**src/rtl/traffic_light_scheduler_pkg.sv**
```systemverilog
// Shared types for the traffic light scheduler: state encoding, lamp vector
// layout and the fixed phase order.
package traffic_light_pkg;

    typedef enum logic [2:0] {
        A_GREEN  = 3'd0,
        A_YELLOW = 3'd1,
        ALL_RED1 = 3'd2,
        B_GREEN  = 3'd3,
        B_YELLOW = 3'd4,
        ALL_RED2 = 3'd5,
        FLASH    = 3'd6
    } state_e;

    typedef struct packed {
        logic a_red;
        logic a_yel;
        logic a_grn;
        logic b_red;
        logic b_yel;
        logic b_grn;
    } lamps_t;

    localparam lamps_t LAMPS_OFF   = 6'b000_000;
    localparam lamps_t LAMPS_RED   = 6'b100_100;
    localparam lamps_t LAMPS_FLASH = 6'b010_010;

    function automatic state_e next_state(input state_e s);
        case (s)
            A_GREEN:  return A_YELLOW;
            A_YELLOW: return ALL_RED1;
            ALL_RED1: return B_GREEN;
            B_GREEN:  return B_YELLOW;
            B_YELLOW: return ALL_RED2;
            ALL_RED2: return A_GREEN;
            default:  return ALL_RED2;
        endcase
    endfunction

    function automatic lamps_t lamps_for(input state_e s);
        case (s)
            A_GREEN:  return 6'b001_100;
            A_YELLOW: return 6'b010_100;
            B_GREEN:  return 6'b100_001;
            B_YELLOW: return 6'b100_010;
            FLASH:    return LAMPS_FLASH;
            default:  return LAMPS_RED;
        endcase
    endfunction

    function automatic int max_of(input int a, input int b);
        return (a > b) ? a : b;
    endfunction

endpackage

```
**src/rtl/traffic_light_scheduler_if.sv**
```systemverilog
// Board-side signal bundle of the scheduler: mode controls in, six lamps and
// debug state out. Build macro PED_REQ_EN adds the pedestrian button and the
// pending flag.
interface traffic_light_scheduler_if;
    logic       en;
    logic       flash_req;
    logic       a_red, a_yel, a_grn;
    logic       b_red, b_yel, b_grn;
    logic [2:0] state_o;
`ifdef PED_REQ_EN
    logic       ped_req;
    logic       ped_pend_o;

    modport master (
        input  en, flash_req, ped_req,
        output a_red, a_yel, a_grn, b_red, b_yel, b_grn, state_o, ped_pend_o
    );
    modport slave (
        output en, flash_req, ped_req,
        input  a_red, a_yel, a_grn, b_red, b_yel, b_grn, state_o, ped_pend_o
    );
`else
    modport master (
        input  en, flash_req,
        output a_red, a_yel, a_grn, b_red, b_yel, b_grn, state_o
    );
    modport slave (
        output en, flash_req,
        input  a_red, a_yel, a_grn, b_red, b_yel, b_grn, state_o
    );
`endif
endinterface

```
**src/rtl/traffic_light_scheduler_tick_gen.sv**
```systemverilog
// Free-running tick divider: one-clk tick every TICK_DIV clocks, restartable
// through a synchronous clear so a forced phase starts on a full tick period.
module tick_gen #(
    parameter int TICK_DIV = 25_000_000
) (
    input  logic clk,
    input  logic rst_n,
    input  logic clr_i,
    output logic tick_o
);
    localparam int CW = $clog2(TICK_DIV);

    logic [CW-1:0] count_q, count_d;

    assign tick_o = (count_q == CW'(TICK_DIV - 1));

    // next count: clear wins, wrap on the tick
    always_comb begin
        count_d = count_q + 1'b1;
        if (clr_i || tick_o) count_d = '0;
    end

    // counter register
    always_ff @(posedge clk) begin
        if (!rst_n) count_q <= '0;
        else        count_q <= count_d;
    end
endmodule

```
**src/rtl/traffic_light_scheduler.sv**
```systemverilog
// Two-way intersection sequencer with flashing-yellow mode and lamp blanking.
// Build macro PED_REQ_EN enables the pedestrian request that shortens A green.
//
// state    | meaning
// A_GREEN  | road A green, B red
// A_YELLOW | road A yellow, B red
// ALL_RED1 | clearance before B
// B_GREEN  | road B green, A red
// B_YELLOW | road B yellow, A red
// ALL_RED2 | clearance before A; also reset/restart state
// FLASH    | both yellows blink on each tick, reds/greens dark
module traffic_light_scheduler #(
    parameter int TICK_DIV      = 25_000_000,
    parameter int GREEN_A       = 16,
    parameter int GREEN_B       = 10,
    parameter int YELLOW        = 4,
    parameter int ALL_RED       = 2,
    parameter int PED_GREEN_MIN = 6
) (
    input  logic                       clk,
    input  logic                       rst_n,
    traffic_light_scheduler_if.master  bus
);
    import traffic_light_pkg::*;

    // timer must hold every duration and the pedestrian threshold
    localparam int MAX_DUR = max_of(max_of(GREEN_A, GREEN_B),
                                    max_of(max_of(YELLOW, ALL_RED), PED_GREEN_MIN));
    localparam int TW      = $clog2(MAX_DUR) + 1;

    state_e          state_q, state_d;
    logic [TW-1:0]   timer_q, timer_d;
    logic [TW-1:0]   last_cnt;
    lamps_t          lamps_q, lamps_d;
    logic            en_q;
    logic            tick;
    logic            tick_clr;
    logic            ped_cut;

    tick_gen #(.TICK_DIV(TICK_DIV)) u_tick_gen (
        .clk    (clk),
        .rst_n  (rst_n),
        .clr_i  (tick_clr),
        .tick_o (tick)
    );

    // terminal timer value of the current phase
    always_comb begin
        case (state_q)
            A_GREEN:            last_cnt = TW'(GREEN_A - 1);
            B_GREEN:            last_cnt = TW'(GREEN_B - 1);
            A_YELLOW, B_YELLOW: last_cnt = TW'(YELLOW - 1);
            default:            last_cnt = TW'(ALL_RED - 1);
        endcase
    end

`ifdef PED_REQ_EN
    logic ped_pend_q, ped_pend_d;

    assign ped_cut = (state_q == A_GREEN) && ped_pend_q &&
                     (timer_q >= TW'(PED_GREEN_MIN - 1));

    // sticky request, dropped once B actually gets its green
    always_comb begin
        ped_pend_d = ped_pend_q | bus.ped_req;
        if (state_d == B_GREEN && state_q != B_GREEN) ped_pend_d = 1'b0;
    end

    // pending-request register
    always_ff @(posedge clk) begin
        if (!rst_n) ped_pend_q <= 1'b0;
        else        ped_pend_q <= ped_pend_d;
    end

    assign bus.ped_pend_o = ped_pend_q;
`else
    assign ped_cut = 1'b0;
`endif

    // next state, timer and lamps; forced transitions restart the tick period.
    // The first enabled clock after blanking counts as a forced restart so the
    // clearance phase runs its full length.
    always_comb begin
        state_d  = state_q;
        timer_d  = timer_q;
        lamps_d  = lamps_q;
        tick_clr = 1'b0;
        if (!bus.en) begin
            state_d  = ALL_RED2;
            timer_d  = '0;
            lamps_d  = LAMPS_OFF;
            tick_clr = 1'b1;
        end else if (bus.flash_req) begin
            if (state_q != FLASH) begin
                state_d  = FLASH;
                timer_d  = '0;
                lamps_d  = LAMPS_FLASH;
                tick_clr = 1'b1;
            end else if (tick) begin
                lamps_d.a_yel = ~lamps_q.a_yel;
                lamps_d.b_yel = ~lamps_q.b_yel;
            end
        end else if (state_q == FLASH || !en_q) begin
            state_d  = ALL_RED2;
            timer_d  = '0;
            lamps_d  = LAMPS_RED;
            tick_clr = 1'b1;
        end else begin
            if (tick) begin
                if (timer_q == last_cnt || ped_cut) begin
                    state_d = next_state(state_q);
                    timer_d = '0;
                end else begin
                    timer_d = timer_q + 1'b1;
                end
            end
            lamps_d = lamps_for(state_d);
        end
    end

    // state, timer and lamp registers
    always_ff @(posedge clk) begin
        if (!rst_n) begin
            state_q <= ALL_RED2;
            timer_q <= '0;
            lamps_q <= LAMPS_RED;
            en_q    <= 1'b1;
        end else begin
            state_q <= state_d;
            timer_q <= timer_d;
            lamps_q <= lamps_d;
            en_q    <= bus.en;
        end
    end

    assign bus.a_red   = lamps_q.a_red;
    assign bus.a_yel   = lamps_q.a_yel;
    assign bus.a_grn   = lamps_q.a_grn;
    assign bus.b_red   = lamps_q.b_red;
    assign bus.b_yel   = lamps_q.b_yel;
    assign bus.b_grn   = lamps_q.b_grn;
    assign bus.state_o = state_q;
endmodule

```
**src/flat_wrapper.sv**
```systemverilog
// flat-port wrapper written by rule: the top's interface ports become plain ports
module traffic_light_scheduler_flat import traffic_light_pkg::*;
#(
    parameter int TICK_DIV      = 25_000_000,
    parameter int GREEN_A       = 16,
    parameter int GREEN_B       = 10,
    parameter int YELLOW        = 4,
    parameter int ALL_RED       = 2,
    parameter int PED_GREEN_MIN = 6
)
  (clk, rst_n, bus_en, bus_flash_req, bus_a_red, bus_a_yel, bus_a_grn, bus_b_red, bus_b_yel, bus_b_grn, bus_state_o);
  traffic_light_scheduler_if bus_i ();
  input  logic clk;
  input  logic rst_n;
  input wire logic [$bits(bus_i.en)-1:0] bus_en;
  input wire logic [$bits(bus_i.flash_req)-1:0] bus_flash_req;
  output wire logic [$bits(bus_i.a_red)-1:0] bus_a_red;
  output wire logic [$bits(bus_i.a_yel)-1:0] bus_a_yel;
  output wire logic [$bits(bus_i.a_grn)-1:0] bus_a_grn;
  output wire logic [$bits(bus_i.b_red)-1:0] bus_b_red;
  output wire logic [$bits(bus_i.b_yel)-1:0] bus_b_yel;
  output wire logic [$bits(bus_i.b_grn)-1:0] bus_b_grn;
  output wire logic [$bits(bus_i.state_o)-1:0] bus_state_o;
  assign bus_i.en = bus_en;
  assign bus_i.flash_req = bus_flash_req;
  assign bus_a_red = bus_i.a_red;
  assign bus_a_yel = bus_i.a_yel;
  assign bus_a_grn = bus_i.a_grn;
  assign bus_b_red = bus_i.b_red;
  assign bus_b_yel = bus_i.b_yel;
  assign bus_b_grn = bus_i.b_grn;
  assign bus_state_o = bus_i.state_o;
  traffic_light_scheduler #(.TICK_DIV(TICK_DIV), .GREEN_A(GREEN_A), .GREEN_B(GREEN_B), .YELLOW(YELLOW), .ALL_RED(ALL_RED), .PED_GREEN_MIN(PED_GREEN_MIN)) u_core (.clk(clk), .rst_n(rst_n), .bus(bus_i));
endmodule
```
**config.mk**
```make
export PLATFORM = sky130hd
export DESIGN_NAME = traffic_light_scheduler_flat
export DESIGN_NICKNAME = d
export VERILOG_FILES = /design/src/rtl/traffic_light_scheduler_pkg.sv /design/src/rtl/traffic_light_scheduler_if.sv /design/src/rtl/traffic_light_scheduler_tick_gen.sv /design/src/rtl/traffic_light_scheduler.sv /design/src/flat_wrapper.sv
export SDC_FILE = /design/constraint.sdc
export NUM_CORES = 1
export LEC_CHECK = 0
export BUFFER_PORTS_ARGS = -buffer_cell sky130_fd_sc_hd__clkbuf_2
export CAP_MARGIN = 15
export CORE_MARGIN = 2
export CORE_UTILIZATION = 54
export CTS_CLUSTER_SIZE = 10
export DETAILED_ROUTE_END_ITERATION = 8
export MAX_ROUTING_LAYER = met4
export PLACE_DENSITY = 0.72
export REMOVE_ABC_BUFFERS = 1
export SETUP_SLACK_MARGIN = 0.3
export SLEW_MARGIN = 20
export SYNTH_ARGS = -nofsm -noshare
export SYNTH_HDL_FRONTEND = slang
export SYNTH_SLANG_ARGS = --single-unit
```
**constraint.sdc**
```tcl
create_clock -name clk -period 1.8 [get_ports clk]
set_input_delay 0.09 -clock clk [delete_from_list [all_inputs] [get_ports clk]]
set_output_delay 0.09 -clock clk [all_outputs]
set_load 0.01 [all_outputs]
```
## Yosys cells after proc, flatten, opt, wreduce, memory -nomap -nowiden

Index checks and enable logic that the tools add are counted.

- Logic and storage cells: 70
- Register bits: 40
- Input port bits: 4
- Output and inout bits: 9

- Reduce and logical (&&, ||, !) cells: 10
- Add/subtract/negate cells: 2
- Bitwise logic cells: 3
- Mux-type cells: 29
- Eq/ne operators: 16

Operator list:

| cell | count |
|---|---|
| 6-bit case mux with 5 select lines | 1 |
| 25-bit by 1-bit adder with 25-bit output, second input constant | 1 |
| 25-bit equality test, second input constant | 1 |
| 5-bit two-way mux | 5 |
| 3-bit two-way mux | 8 |
| 6-bit two-way mux | 3 |
| 3-bit equality test, second input constant | 5 |
| 3-bit case mux with 5 select lines | 1 |
| 4-bit case mux with 3 select lines | 1 |
| 3-bit by 2-bit equality test with 1-bit output, second input constant | 3 |
| 1-bit two-way mux | 9 |
| 3-bit by 1-bit equality test with 1-bit output, second input constant | 2 |
| 3-bit logical NOT | 2 |
| 5-bit by 1-bit adder with 5-bit output, second input constant | 1 |
| 5-bit by 4-bit equality test with 1-bit output | 1 |
| 2-bit AND reduction | 2 |
| 2-bit OR reduction | 2 |
| 3-bit by 1-bit inequality test with 1-bit output, second input constant | 1 |
| 3-bit by 2-bit inequality test with 1-bit output, second input constant | 1 |
| 3-bit inequality test, second input constant | 1 |
| 1-bit inverter | 3 |
| 3-bit nonzero test | 1 |
| 1-bit logical OR | 2 |
| 2-bit two-way mux | 1 |
| 2 further kinds | 2 |

## Longest topological paths before layout

- Depth after elaboration: 14
- Gate-level depth with buffers: 8
- Depth with buffers taken out: 7

## Modules after synthesis

Synthesis repeated with hierarchy kept, for this count alone.

- Cells, all modules: 268
- Area total of the unflattened synthesis: 2255.9 µm²

By module, submodules not included:

| module | area an instance (µm²) | seq. area each (µm²) | cells an instance | times used |
|---|---|---|---|---|
| tick_gen | 1226.2 | 500.5 | 141 | 1 |
| traffic_light_scheduler | 1029.7 | 300.3 | 127 | 1 |

## Least setup slack after synthesis

No wires, ideal clock.

- Path kind: register -> register
- Start: register u_core.u_tick_gen.count_q[0]
- End: register u_core.lamps_q (netlist bit u_core.bus.a_red)
- Stages on the path, launching flop included: 9
- Path buffers: 1
- Clock period less this slack: 1896 ps
- Data required time: 1675 ps
- Slack: -96 ps
- Setup time: 125 ps
- Data arrival time: 1771 ps
- Cells stage by stage: dfxtp_1 ha_1 and4_4 nand2_4 nor3_4 buf_6 and3_2 a21boi_1 o41a_1

- Longest elaborated chain between the ends: 10
- Elaborated cells between the ends (all ways): 14
- Classes of those cells: eq/ne: 5; mux: 8; reduce/logical: 1

RTL lines:

| element | line | text |
|---|---|---|
| from (decl) | traffic_light_scheduler_tick_gen.sv:13 | `logic [CW-1:0] count_q, count_d;` |
| from (signal assigned) | traffic_light_scheduler_tick_gen.sv:26 | `else count_q <= count_d;` |
| 25-bit equality test (*) | traffic_light_scheduler_tick_gen.sv:15 | `assign tick_o = (count_q == CW'(TICK_DIV - 1));` |
| 3-bit two-way mux (*) | traffic_light_scheduler.sv:109 | `if (tick) begin` |
| 3-bit two-way mux (*) | traffic_light_scheduler.sv:103 | `end else if (state_q == FLASH \|\| !en_q) begin` |
| 3-bit two-way mux (*) | traffic_light_scheduler.sv:93 | `end else if (bus.flash_req) begin` |
| 3-bit two-way mux (*) | traffic_light_scheduler.sv:88 | `if (!bus.en) begin` |
| 3-bit equality test (tied with other cells) | traffic_light_scheduler_pkg.sv:41 | `case (s)` |
| 6-bit case mux with 5 select lines (*) | traffic_light_scheduler_pkg.sv:41 |  |
| 6-bit two-way mux (*) | traffic_light_scheduler.sv:103 |  |
| 6-bit two-way mux (*) | traffic_light_scheduler.sv:93 |  |
| 6-bit two-way mux (*) | traffic_light_scheduler.sv:88 |  |
| to (signal assigned) | traffic_light_scheduler.sv:131 | `lamps_q <= lamps_d;` |
| to (decl) | traffic_light_scheduler.sv:34 | `lamps_t lamps_q, lamps_d;` |

Mark *: on every way between the ends. The rest lies on a longest branch, timed or not. The select of a mux whose other input is x is not followed.
A chain may end at the register's enable or synchronous reset.

## Worst setup path after layout

- Start: register u_core.u_tick_gen.count_q[1]
- End: register u_core.timer_q[0]

- Longest elaborated chain between the ends: 3

RTL lines:

| element | line | text |
|---|---|---|
| 25-bit equality test | traffic_light_scheduler_tick_gen.sv:15 |  |
| 3-bit nonzero test (no line) | - |  |
| 2-bit AND reduction (no line) | - |  |
| to (signal assigned) | traffic_light_scheduler.sv:130 | `timer_q <= timer_d;` |
| to (decl) | traffic_light_scheduler.sv:32 | `logic [TW-1:0] timer_q, timer_d;` |

No other way between the ends.

==> run metrics <==
status=finished, violations left; failing checks=negative setup slack; RSZ-0062 raised after global routing=true; IO Count=13; Clk pwr share=0.355; grt ovf=0; most frequent cells in the layout=buf_4, nor2_1, dfxtp_1; worst slew pin tran=~0.38 ns; row cnt=22; count of cell types in the netlist=49; final setup vio count=17; clock sink total=40; DP HPWL=3050 um; flop-to-flop setup slack=-0.09 ns; clock slew at reported path FFs=0.08 ns; Comb pwr share=0.092; Final Hold Viols=0; CP Capture Type=flip-flop; Layout Nets=309; drt total wl=about 5700 um; post-synth top area share=0.393; Worst Setup EP=u_core.timer_q[0]$_SDFFE_PN0P_; core region area=3630 um2; most common cell after layout, fill and taps aside=buf_4; antenna violations before repair=0; TritonRoute pass-1 iters=5; Seq/Total Area, Yosys=0.393; f_max=0.530 GHz; Remaining DRCs=0; ratio of cells with drive above 1 in the final layout=0.449; Tcrit/Tclk final=1.05; cells after synthesis=237; worst path cell trace=ha_4 -> and4_4 -> nand2_4 -> nor3_4 -> buf_4 -> buf_6 -> buf_4 -> o21ai_4 -> a22oi_2 -> nor2_1; total global-route track usage=0.268; instance count on the critical path=10; placed cell count=327; global-route wire length before repair=8590 um; synth warn=0; Setup WS post-layout=-0.0884 ns; average size of a mapped cell=approximately 8.6 um2; Crit Path Class=reg -> reg; Leakage=1.11 nW; largest cells by area after synthesis=dfxtp_1, xor2_1, nor2_1, nand3_1, xnor2_1; Final Wtd Congestion=about 0.89; maxcap violations=0; flops & latches, synth=40; Net Sw Power=between 400 and 500 uW; crit-path max FO=4; Yosys top cell by area=dfxtp_1; CP startpoint kind=flip-flop; ANT nets after route=0; Port Buffers=12; EDFF count, synth=0; Async SR Flop Fraction=0; CTS tree=done; die area=4280 um2; PwrDens=~570 nW/um2; slowest CP cell=dfxtp_2; Tmin final=between 1.5 and 2 ns; sequential power share=0.553; CP peak stage delay=~0.36 ns; Net Sw Frac=0.252; H-tree levels=2; Final Instance Count excl. Fillers=351; worst hold path class=in -> reg; WP data required=1.97 ns; Critical R2R Capture=u_core.timer_q[0]$_SDFFE_PN0P_; Reg2Reg Depth=10; worst setup path startpoint=u_core.u_tick_gen.count_q[1]$_SDFF_PP0_; setup TNS=-0.661 ns; Starting Density=0.561; CTS Buffer Depth=2; vias in the first global route=1888; skew final=0.00539 ns; Bufs and invs on worst path=3; Post-Syn Area=2040 um2; RR Startpoint=u_core.u_tick_gen.count_q[1]$_SDFF_PP0_; CP Data Arrival Time=2.06 ns; peak supply drop=~410 uV; Crit path max-delay family=simple AND/OR/NAND/NOR gates; WL/cell=16.2 um; pin count of the biggest net entering global routing=13; Pins Over Slew Limit=0; antenna diode instance count=0; die span in x=65.5 um; DR vias=between 2000 and 2500; Max-Slew Margin vs Limit=0.749; initial detailed-routing violation count=166; Layout Utilization=0.790; DR vias/cell=between 5 and 6; P&R area growth vs syn=40.7%; P_int=1.22 mW; Top cell by count, worst path=buf_4; Clock Tree Root=clkbuf_8; pre-CTS WS=-0.0891 ns; DIE HEIGHT=between 60 and 70 um; Clock Latency Late Sink=around 0.29 ns; TritonCTS buffer count=5; ys flop type=dfxtp_1
[worst reg2reg max path, cell delays in order, from the launching register on]
cell and delay, ns:
dfxtp_2 0.36, ha_4 0.14, and4_4 0.25, nand2_4 0.07
nor3_4 0.28, buf_4 0.16, buf_6 0.10, buf_4 0.11
o21ai_4 0.06, a22oi_2 0.18, nor2_1 0.07
[sequential cells by signal, indices dropped and copies added (netlist names)]
register                   flops
u_core.u_tick_gen.count_q     25
u_core.timer_q                 5
u_core.bus.state_o             3
u_core.bus.a_grn               1
u_core.bus.a_red               1
u_core.bus.a_yel               1
u_core.bus.b_grn               1
u_core.bus.b_red               1
u_core.bus.b_yel               1
u_core.en_q                    1
[stage by stage]
stage | power [mW] | instance area [um2] | hold slack, ns
after floorplan | 0.977 | 1970 | 0.159
final | 1.63 | 2870 | 0.0319
after CTS | 1.61 | 2680 | 0.0282
after detailed placement | 1.03 | 2370 | 0.329
after global routing | 1.69 | 2870 | 0.0442
after global placement | 1.03 | 2370 | 0.334
[per-layer routing]
| layer | share of wire | routed length [um] | GRT usage | vias to the layer above |
|---|---|---|---|---|
| li1 | - | - | - | 966 |
| met1 | 0.44 | 2520 | 0.354 | 967 |
| met2 | 0.46 | 2640 | 0.415 | 92 |
| met3 | 0.058 | 328 | 0.0497 | 21 |
| met4 | 0.034 | 193 | 0.0938 | 0 |
| met5 | 0 | 0 | - | - |
[cell families after synthesis]
group	Yosys count	share of synthesized area
buf+inv	13	0.0448
flops	40	0.393
simple gates	118	0.303
xor+xnor	31	0.133
fa+ha+maj	2	0.0123
compound gates	31	0.104
mux	2	0.0104
[synth_stat cells (2+ instances only)]
cell	number
nor2_1	48
dfxtp_1	40
xor2_1	23
nand3_1	17
nand2_1	15
o21ai_0	8
xnor2_1	8
nand4_1	7
a21oi_1	6
inv_1	5
and3_2	4
and4_1	4
nor3_1	4
a21boi_0	3
buf_6	3
a22oi_1	2
and3_1	2
buf_2	2
ha_1	2
nand3b_1	2
nor2b_1	2
o31ai_1	2
or4_1	2
[worst min-delay path by stage]
stage	from	to	slack, ns	cells past startpoint
CTS	rst_n	u_core.en_q$_SDFF_PN1_	0.03	2
global route	rst_n	u_core.en_q$_SDFF_PN1_	0.04	2
detailed placement	rst_n	u_core.en_q$_SDFF_PN1_	0.33	2
finish	rst_n	u_core.en_q$_SDFF_PN1_	0.03	2
floorplan	rst_n	u_core.en_q$_SDFF_PN1_	0.16	1
global placement	rst_n	u_core.en_q$_SDFF_PN1_	0.33	2
[power groups by stage]
stage	sequential (mW)	clock (mW)	combinational (mW)
final	0.903	0.581	0.150
after global routing	0.905	0.626	0.161
after CTS	0.902	0.580	0.126
after detailed placement	0.924	0	0.101
after global placement	0.924	0	0.102
after floorplan	0.931	0	0.0458
[cell type report]
cell class | count | area, um2
multi-input cells | 187 | 1390
inverters | 5 | 18.8
flip-flops and latches | 40 | 818
repair buffers | 64 | 498
clock inverters | 2 | 12.5
fillers | 229 | 764
well taps | 48 | 60.1
clock buffers | 5 | 68.8
[timing repair]
| action | CTS | global route |
|---|---|---|
| gates resized for setup | 36 | 41 |
| endpoints found under the setup margin | 39 | 39 |
| cloned | 4 | 0 |
| pin swaps | 20 | 25 |
| setup buffers | 8 | 5 |
| hold buffers | 0 | 0 |
No activity file was read; power rests on OpenSTA's default activity.
